==> src/rtl/izh_pkg.sv <==
// Constants and types shared by the Izhikevich neuron-update and synaptic-processing units.
package izh_pkg;

  localparam int unsigned numneurons = 2;
  localparam int unsigned tagbits    = 1;
  localparam int unsigned numwidth   = 16;

  // Reason an enqueue request was turned away, in reporting priority order.
  typedef enum logic [1:0] {
    RejNone,
    RejRange,
    RejDup,
    RejFull
  } rej_e;

endpackage

==> src/rtl/tag_ram.sv <==
// Tag storage for the fired-tag queue: one synchronous write port, one asynchronous read port.
module tag_ram #(
  parameter int unsigned depth    = 2,
  parameter int unsigned width    = 1,
  parameter int unsigned addrbits = 1
) (
  input  logic                clk,
  input  logic                we_i,
  input  logic [addrbits-1:0] waddr_i,
  input  logic [width-1:0]    wdata_i,
  input  logic [addrbits-1:0] raddr_i,
  output logic [width-1:0]    rdata_o
);

  logic [width-1:0] mem_q [depth];

  always_ff @(posedge clk) begin
    if (we_i) begin
      mem_q[waddr_i] <= wdata_i;
    end
  end

  assign rdata_o = mem_q[raddr_i];

endmodule

==> src/rtl/fired_tag_fifo.sv <==
// Queue of neuron tags that fired this timestep; each neuron is admitted at most once per step.
module fired_tag_fifo #(
  parameter int unsigned numneurons = izh_pkg::numneurons,
  parameter int unsigned tagbits    = izh_pkg::tagbits,
  parameter int unsigned depth      = numneurons
) (
  input  logic               clk,
  input  logic               asyn_reset,
  input  logic               step_clear,
  input  logic               req_enq,
  input  logic [tagbits-1:0] enq_tag_in,
  input  logic               req_deq,
  output logic [tagbits-1:0] src_tag_out,
  output logic               fifo_empty,
  output logic               fifo_full,
  output logic [tagbits:0]   count,
  output logic               dup_drop,
  output logic               range_err,
  output logic               overflow,
  output logic               underflow,
  output logic               flush_lost
);
  import izh_pkg::*;

  localparam int unsigned        MapBits  = 1 << tagbits;
  localparam logic [tagbits-1:0] LastPtr  = tagbits'(depth - 1);
  localparam logic [tagbits:0]   DepthCnt = (tagbits + 1)'(depth);

  logic [tagbits-1:0] head_q, head_d, tail_q, tail_d, cur_head, cur_tail;
  logic [tagbits:0]   count_q, count_d, cur_count;
  logic [MapBits-1:0] pending_q, pending_d, cur_pending;
  logic               dup_drop_q, dup_drop_d, range_err_q, range_err_d;
  logic               overflow_q, overflow_d, underflow_q, underflow_d;
  logic               flush_lost_q, flush_lost_d;
  logic               in_range, enq_ok, deq_ok;
  logic [tagbits-1:0] ram_rdata;
  rej_e               rej;

  function automatic logic [tagbits-1:0] ptr_inc(input logic [tagbits-1:0] p);
    return (p == LastPtr) ? '0 : p + tagbits'(1);
  endfunction

  always_comb begin
    // A step boundary is applied first; any enqueue this cycle sees the flushed state.
    cur_head    = step_clear ? '0 : head_q;
    cur_tail    = step_clear ? '0 : tail_q;
    cur_count   = step_clear ? '0 : count_q;
    cur_pending = step_clear ? '0 : pending_q;

    in_range = 32'(enq_tag_in) < numneurons;
    deq_ok   = req_deq && !step_clear && (count_q != '0);

    rej = RejNone;
    if (req_enq) begin
      if (!in_range) begin
        rej = RejRange;
      end else if (cur_pending[enq_tag_in]) begin
        rej = RejDup;
      end else if ((cur_count == DepthCnt) && !deq_ok) begin
        rej = RejFull;
      end
    end
    enq_ok = req_enq && (rej == RejNone);

    head_d = deq_ok ? ptr_inc(cur_head) : cur_head;
    tail_d = enq_ok ? ptr_inc(cur_tail) : cur_tail;

    count_d = cur_count;
    if (enq_ok && !deq_ok) begin
      count_d = cur_count + (tagbits + 1)'(1);
    end else if (!enq_ok && deq_ok) begin
      count_d = cur_count - (tagbits + 1)'(1);
    end

    // Dequeue never releases a pending bit: one fire per neuron per step.
    pending_d = cur_pending;
    if (enq_ok) begin
      pending_d[enq_tag_in] = 1'b1;
    end

    dup_drop_d   = (rej == RejDup);
    range_err_d  = (rej == RejRange);
    overflow_d   = overflow_q | (rej == RejFull);
    underflow_d  = underflow_q | (req_deq && !step_clear && (count_q == '0));
    flush_lost_d = flush_lost_q | (step_clear && (count_q != '0));
  end

  always_ff @(posedge clk or posedge asyn_reset) begin
    if (asyn_reset) begin
      head_q       <= '0;
      tail_q       <= '0;
      count_q      <= '0;
      pending_q    <= '0;
      dup_drop_q   <= 1'b0;
      range_err_q  <= 1'b0;
      overflow_q   <= 1'b0;
      underflow_q  <= 1'b0;
      flush_lost_q <= 1'b0;
    end else begin
      head_q       <= head_d;
      tail_q       <= tail_d;
      count_q      <= count_d;
      pending_q    <= pending_d;
      dup_drop_q   <= dup_drop_d;
      range_err_q  <= range_err_d;
      overflow_q   <= overflow_d;
      underflow_q  <= underflow_d;
      flush_lost_q <= flush_lost_d;
    end
  end

  tag_ram #(
    .depth   (depth),
    .width   (tagbits),
    .addrbits(tagbits)
  ) u_tag_ram (
    .clk    (clk),
    .we_i   (enq_ok),
    .waddr_i(cur_tail),
    .wdata_i(enq_tag_in),
    .raddr_i(head_q),
    .rdata_o(ram_rdata)
  );

  // Storage is never reset, so the head read is masked while empty.
  assign fifo_empty  = (count_q == '0);
  assign fifo_full   = (count_q == DepthCnt);
  assign src_tag_out = fifo_empty ? '0 : ram_rdata;
  assign count       = count_q;
  assign dup_drop    = dup_drop_q;
  assign range_err   = range_err_q;
  assign overflow    = overflow_q;
  assign underflow   = underflow_q;
  assign flush_lost  = flush_lost_q;

endmodule

==> config.mk <==
export PLATFORM = sky130hd
export DESIGN_NAME = fired_tag_fifo
export DESIGN_NICKNAME = d
export VERILOG_FILES = /design/src/rtl/izh_pkg.sv /design/src/rtl/tag_ram.sv /design/src/rtl/fired_tag_fifo.sv
export SDC_FILE = /design/constraint.sdc
export NUM_CORES = 1
export LEC_CHECK = 0
export ABC_AREA = 1
export BUFFER_PORTS_ARGS = -buffer_cell sky130_fd_sc_hd__buf_2
export CORE_MARGIN = 2
export CORE_UTILIZATION = 40
export CTS_CLUSTER_SIZE = 24
export DETAILED_ROUTE_END_ITERATION = 10
export PLACE_DENSITY_LB_ADDON = 0.2
export SYNTH_ARGS = -nofsm -noshare
export SYNTH_HDL_FRONTEND = slang
export SYNTH_SLANG_ARGS = --single-unit
export TNS_END_PERCENT = 1
==> constraint.sdc <==
create_clock -name clk -period 2.86 [get_ports clk]
set_clock_uncertainty 0.1 [all_clocks]
set_input_delay 0.572 -clock clk [delete_from_list [all_inputs] [get_ports clk]]
set_output_delay 0.572 -clock clk [all_outputs]
set_load 0.05 [all_outputs]
==> results.ini, run 1 <==
[synthesis]
syn-num-nets=78
ys_seq_area_share_pct=53.6
yosys.cell_types.count=17
synth-seq-cells=13
ys.warnings.count=0
syn_area_per_cell_sq_um=9.07
syn_inst=69
syn_area_sq_um=626

[clocking]
numCtsBuffers=3
cts_sinks=13
cts_setup_buffers=0
ctsRootBufferMaster=clkbuf_4
path_clk_slew_ps=80
cts_resized=0
cts_tree=done
clock_path_buffers=2
htree_levels=1
ctsHoldBuffers=0
clkLatencyLatePin_ps=280

[cells_and_area]
final_area_sq_um=748
drive_gt1_share_pct=31.8
fillCellCount=143
area_delta_synth_final_pct=19.6
fin_util_pct=50.3
finish.net_count=98
final_cell_mix=inv_1, buf_2, dfrtp_1, nand2_1, nand2_2
n_antenna_cell=0

[floorplan]
io_pins=16
dieArea_sq_um=1900
die_x_microns=43.5
die_height_microns=43.5
core_sq_um=1490
initial_core_util_pct=42.0
rows=14

[hold_path]
hold_path.class=in2async

[global_routing]
grt-busiest-layer=met2
grt_pass1_vias=452
grtUsageMet2_pct=19.1
antenna_found_initial=0
grt_overflow_total=0
grt_max_degree=12
met3_usage_pct=2.92
met1_usage_pct=16.9
grt_use_total_pct=13.0
grt_pass1_wl_mm=1.79

[timing]
hold_ws_ps=169
fin_crit_ps=1950
rsz0062_at_grt=no
drv_slew=0
setup_tns_ps=0
setup_viol=0
hold_violations=0
clock.fmax_mhz=513
fin_crit_sh_pct=68.1

[pwr]
ir_worst_vdd_v=0.000343
power_per_cell_area_nw_per_um2=917
leakagePower_nw=0.430

[route]
drt_iter0_markers=8
postRouteAntennaNets=0
drt_first_pass_iters=4
drc=0
drt-wirelength-per-cell_microns=9.65
via_count=472
routed_wl_mm=1.00
viasPerCell=4.54

[run]
drv_cap=0

[placement]
postPlaceCellArea_sq_um=721
dpl.hpwl_microns=794
io_buffer_count=15
gp_congestion=0.713

[run_status]
status=complete, no violations

[worst_setup_path]
crit_start=count[0]
r2r_start=count[0]
critical-path-top-delay-family=flip-flops
required_ps=2190
slowest_delay_ps=360
cp-end-kind=output port
crit_type=reg2out
path_buf_inv=2
start_kind=register
cp.arrival_ps=1280
path_cells=inv_1 -> nand2_1 -> o21ai_0 -> a21oi_1 -> buf_2
path_max_fanout=3
cp_slowest_cell=dfrtp_1

worst paths after layout:
path	cells past startpoint	to	slack [ps]
setup / recovery	5	src_tag_out	910
hold / removal	2	underflow	170
setup reg to reg	8	u_tag_ram.mem_q[1]	1190
hold reg to reg	1	underflow	360
max in group asynchronous	2	range_err	2190
min in group clk	1	underflow	360
synth_stat cells (all sizes together):
| cell type | count | area share [%] |
|---|---|---|
| nand2 | 17 | 14 |
| inv | 16 | 9.6 |
| dfrtp | 11 | 44 |
| nor2 | 5 | 3.0 |
| nand3 | 4 | 4.0 |
| a21oi | 3 | 2.4 |
| ha | 3 | 6.0 |
| o21ai | 3 | 2.4 |
| edfxtp | 2 | 9.6 |
| o21bai | 2 | 2.4 |
| a21o | 1 | 1.2 |
| conb | 1 | 0.60 |
| nand4 | 1 | 1.0 |
power breakdown:
group / total [mW] / leakage, nW / switching [mW] / internal [mW]
clock network: 0.112 / 0.0177 / 0.0601 / 0.0519
registers: 0.241 / 0.146 / 0.0164 / 0.225
logic: 0.332 / 0.266 / 0.254 / 0.0787
flip-flops by register name (all words and copies together), names as in the netlist:
name / flops
tail_q: 1
dup_drop: 1
overflow: 1
flush_lost: 1
range_err: 1
underflow: 1
pending_q: 2
u_tag_ram.mem_q: 2
count: 2
head_q: 1
metrics by stage:
stage               instances  setup WS (ps)  power (mW)
floorplan                  69            485       0.513
global placement          100            933       0.579
detailed placement        100            882       0.582
CTS                       104            873       0.695
global route              104            756       0.739
finish                    104            911       0.686
worst reg2reg max path, delay by kind of cell, from the launching register on:
kind	cells	cell delay, ps
flops	1	360
fa+ha+maj	2	400
buf+inv	3	240
simple gates	3	300
logic make-up after synthesis:
kind of cell | Yosys count | share of synthesized area [%]
DFF | 13 | 53.6
adders and majority gates | 3 | 6.00
and+or+nand+nor | 27 | 21.8
buffers and inverters | 16 | 9.60
AOI/OAI and AO/OA | 9 | 8.40
other | 1 | 0.599
area by class of cell:
class | instances | area, sq um | area share, %
flip-flops and latches | 13 | 335 | 44.8
clock buffers | 3 | 22.5 | 3.01
clock inverters | 1 | 5.00 | 0.669
repair buffers | 15 | 75.1 | 10.0
multi-input cells | 40 | 230 | 30.8
inverters | 16 | 60.1 | 8.03
well taps | 16 | 20.0 | 2.68
layer usage:
layer / part of all wire (%) / vias to the layer above
li1: - / 247
met1: 45 / 205
met2: 47 / 15
met3: 5.5 / 5
met4: 2.9 / 0
met5: 0 / -
No activity file was read; power rests on OpenSTA's default activity.
==> run 2: changes to the inputs <==
- clock period: 2.86 -> 1.98 ns (I/O delays scaled with it)
==> run 2 against run 1 <==
  * Count of clock-buffer cells in the layout grew 1
  * Sequential power grew 45%
  * Final cell count is the same
  * Critical path type unchanged
  * Register-to-register slack lost 890 ps
  * Worst hold slack lost 160 ps
==> results.ini, run 2 (synthesis results as in run 1) <==
[clocking]
cts_tree=done
numCtsBuffers=3  ; unchanged
htree_levels=1  ; unchanged
cts_setup_buffers=0  ; unchanged
ctsHoldBuffers=0  ; unchanged
clkLatencyLatePin_ps=270  ; about the same
cts_sinks=13  ; unchanged
cts_resized=0  ; unchanged
clock_path_buffers=2  ; unchanged
path_clk_slew_ps=70  ; about the same
ctsRootBufferMaster=clkbuf_4

[pwr]
ir_worst_vdd_v=0.000520  ; +52%
power_per_cell_area_nw_per_um2=1330  ; +45%
leakagePower_nw=0.427  ; -0.64%

[worst_setup_path]
path_max_fanout=3  ; unchanged
r2r_slack_ps=300  ; -890 ps
cp-end-kind=output port
required_ps=1480  ; -710 ps
cp.arrival_ps=1280  ; about the same
start_kind=register
crit_type=reg2out

[timing]
setup_viol=0  ; unchanged
fin_crit_sh_pct=89.6
fin_crit_ps=1770
rsz0062_at_grt=no
hold_violations=0  ; unchanged
drv_slew=0  ; unchanged
setup_tns_ps=0  ; unchanged
clock.fmax_mhz=564

[route]
drt-wirelength-per-cell_microns=9.85  ; +2.0%
drt_iter0_markers=3  ; -5
drt_first_pass_iters=4  ; unchanged
postRouteAntennaNets=0  ; unchanged
via_count=482  ; +2.1%
drc=0  ; unchanged
routed_wl_mm=1.02  ; +2.0%
viasPerCell=4.63  ; +2.1%

[global_routing]
grt_pass1_vias=450  ; -0.44%
grt_use_total_pct=13.7  ; +0.73 points
antenna_found_initial=0  ; unchanged
grt_max_degree=12  ; unchanged
grt_overflow_total=0  ; unchanged
grt_pass1_wl_mm=1.83  ; +1.9%

[cells_and_area]
drive_gt1_share_pct=31.8  ; unchanged
area_delta_synth_final_pct=20.0
fin_util_pct=50.4  ; +0.17 points
layout.cells.non_filler=104  ; unchanged
finish.net_count=98  ; unchanged
n_antenna_cell=0  ; unchanged
final_cell_mix=inv_1, buf_2, dfrtp_1, nand2_1, nand2_2

[placement]
io_buffer_count=15  ; unchanged
dp.cells=100  ; unchanged
dpl.hpwl_microns=824  ; +3.7%
gp_congestion=0.706  ; -0.91%

[floorplan]
dieArea_sq_um=1900  ; unchanged
die_x_microns=43.5  ; unchanged
die_height_microns=43.5  ; unchanged
initial_core_util_pct=42.0  ; unchanged
rows=14  ; unchanged
io_pins=16  ; unchanged
core_sq_um=1490  ; unchanged

[run_status]
status=complete, no violations

[run]
drv_cap=0  ; unchanged

[hold_path]
hold_path.class=in2async

-- run 2: stage by stage --
step | hold WS, ps | setup WS, ps | total power, mW | cell area (sq um)
floorplan | 148 | 72.2 | 0.747 | 629
global placement | 315 | 228 | 0.841 | 724
detailed placement | 318 | 152 | 0.848 | 724
CTS | 16.1 | 182 | 1.01 | 751
global route | 25.7 | 69.3 | 1.08 | 751
finish | 6.58 | 206 | 0.997 | 751
-- run 2: worst max-delay path, stage by stage (launching register included) --
cell	delay [ps]
dfrtp_1	360
inv_1	60
nand2_1	110
o21ai_0	110
a21oi_2	100
buf_2	260
-- run 2: layout make-up --
class,instances,area (sq um)
Fill cell,138,738
Timing Repair Buffer,15,75.1
Tap cell,16,20.0
Multi-Input combinational cell,40,234
Sequential cell,13,335
Inverter,16,60.1
Clock buffer,4,26.3
-- run 2: path summary, 6_finish.rpt --
check / endpoint / start / cells after the start
max in group asynchronous: pending_q[1] / asyn_reset / 2
min: underflow / asyn_reset / 2
min in group clk: u_tag_ram.mem_q[1] / enq_tag_in / 1
max: src_tag_out / count[0] / 5
max reg2reg: u_tag_ram.mem_q[1] / count[0] / 8
min reg2reg: underflow / underflow / 1
-- run 2: power by group --
part | switching, mW | internal, mW | total, mW
Clock | 0.0829 | 0.0781 | 0.161
Combinational | 0.371 | 0.116 | 0.487
Sequential | 0.0239 | 0.325 | 0.349
Total | 0.478 | 0.519 | 0.997
-- run 2: routing by layer --
layer,track usage [%],part of all wire (%)
met3,5.00,6.4
met4,10.9,3.3
met2,20.6,48
met5,0,0
met1,15.6,42
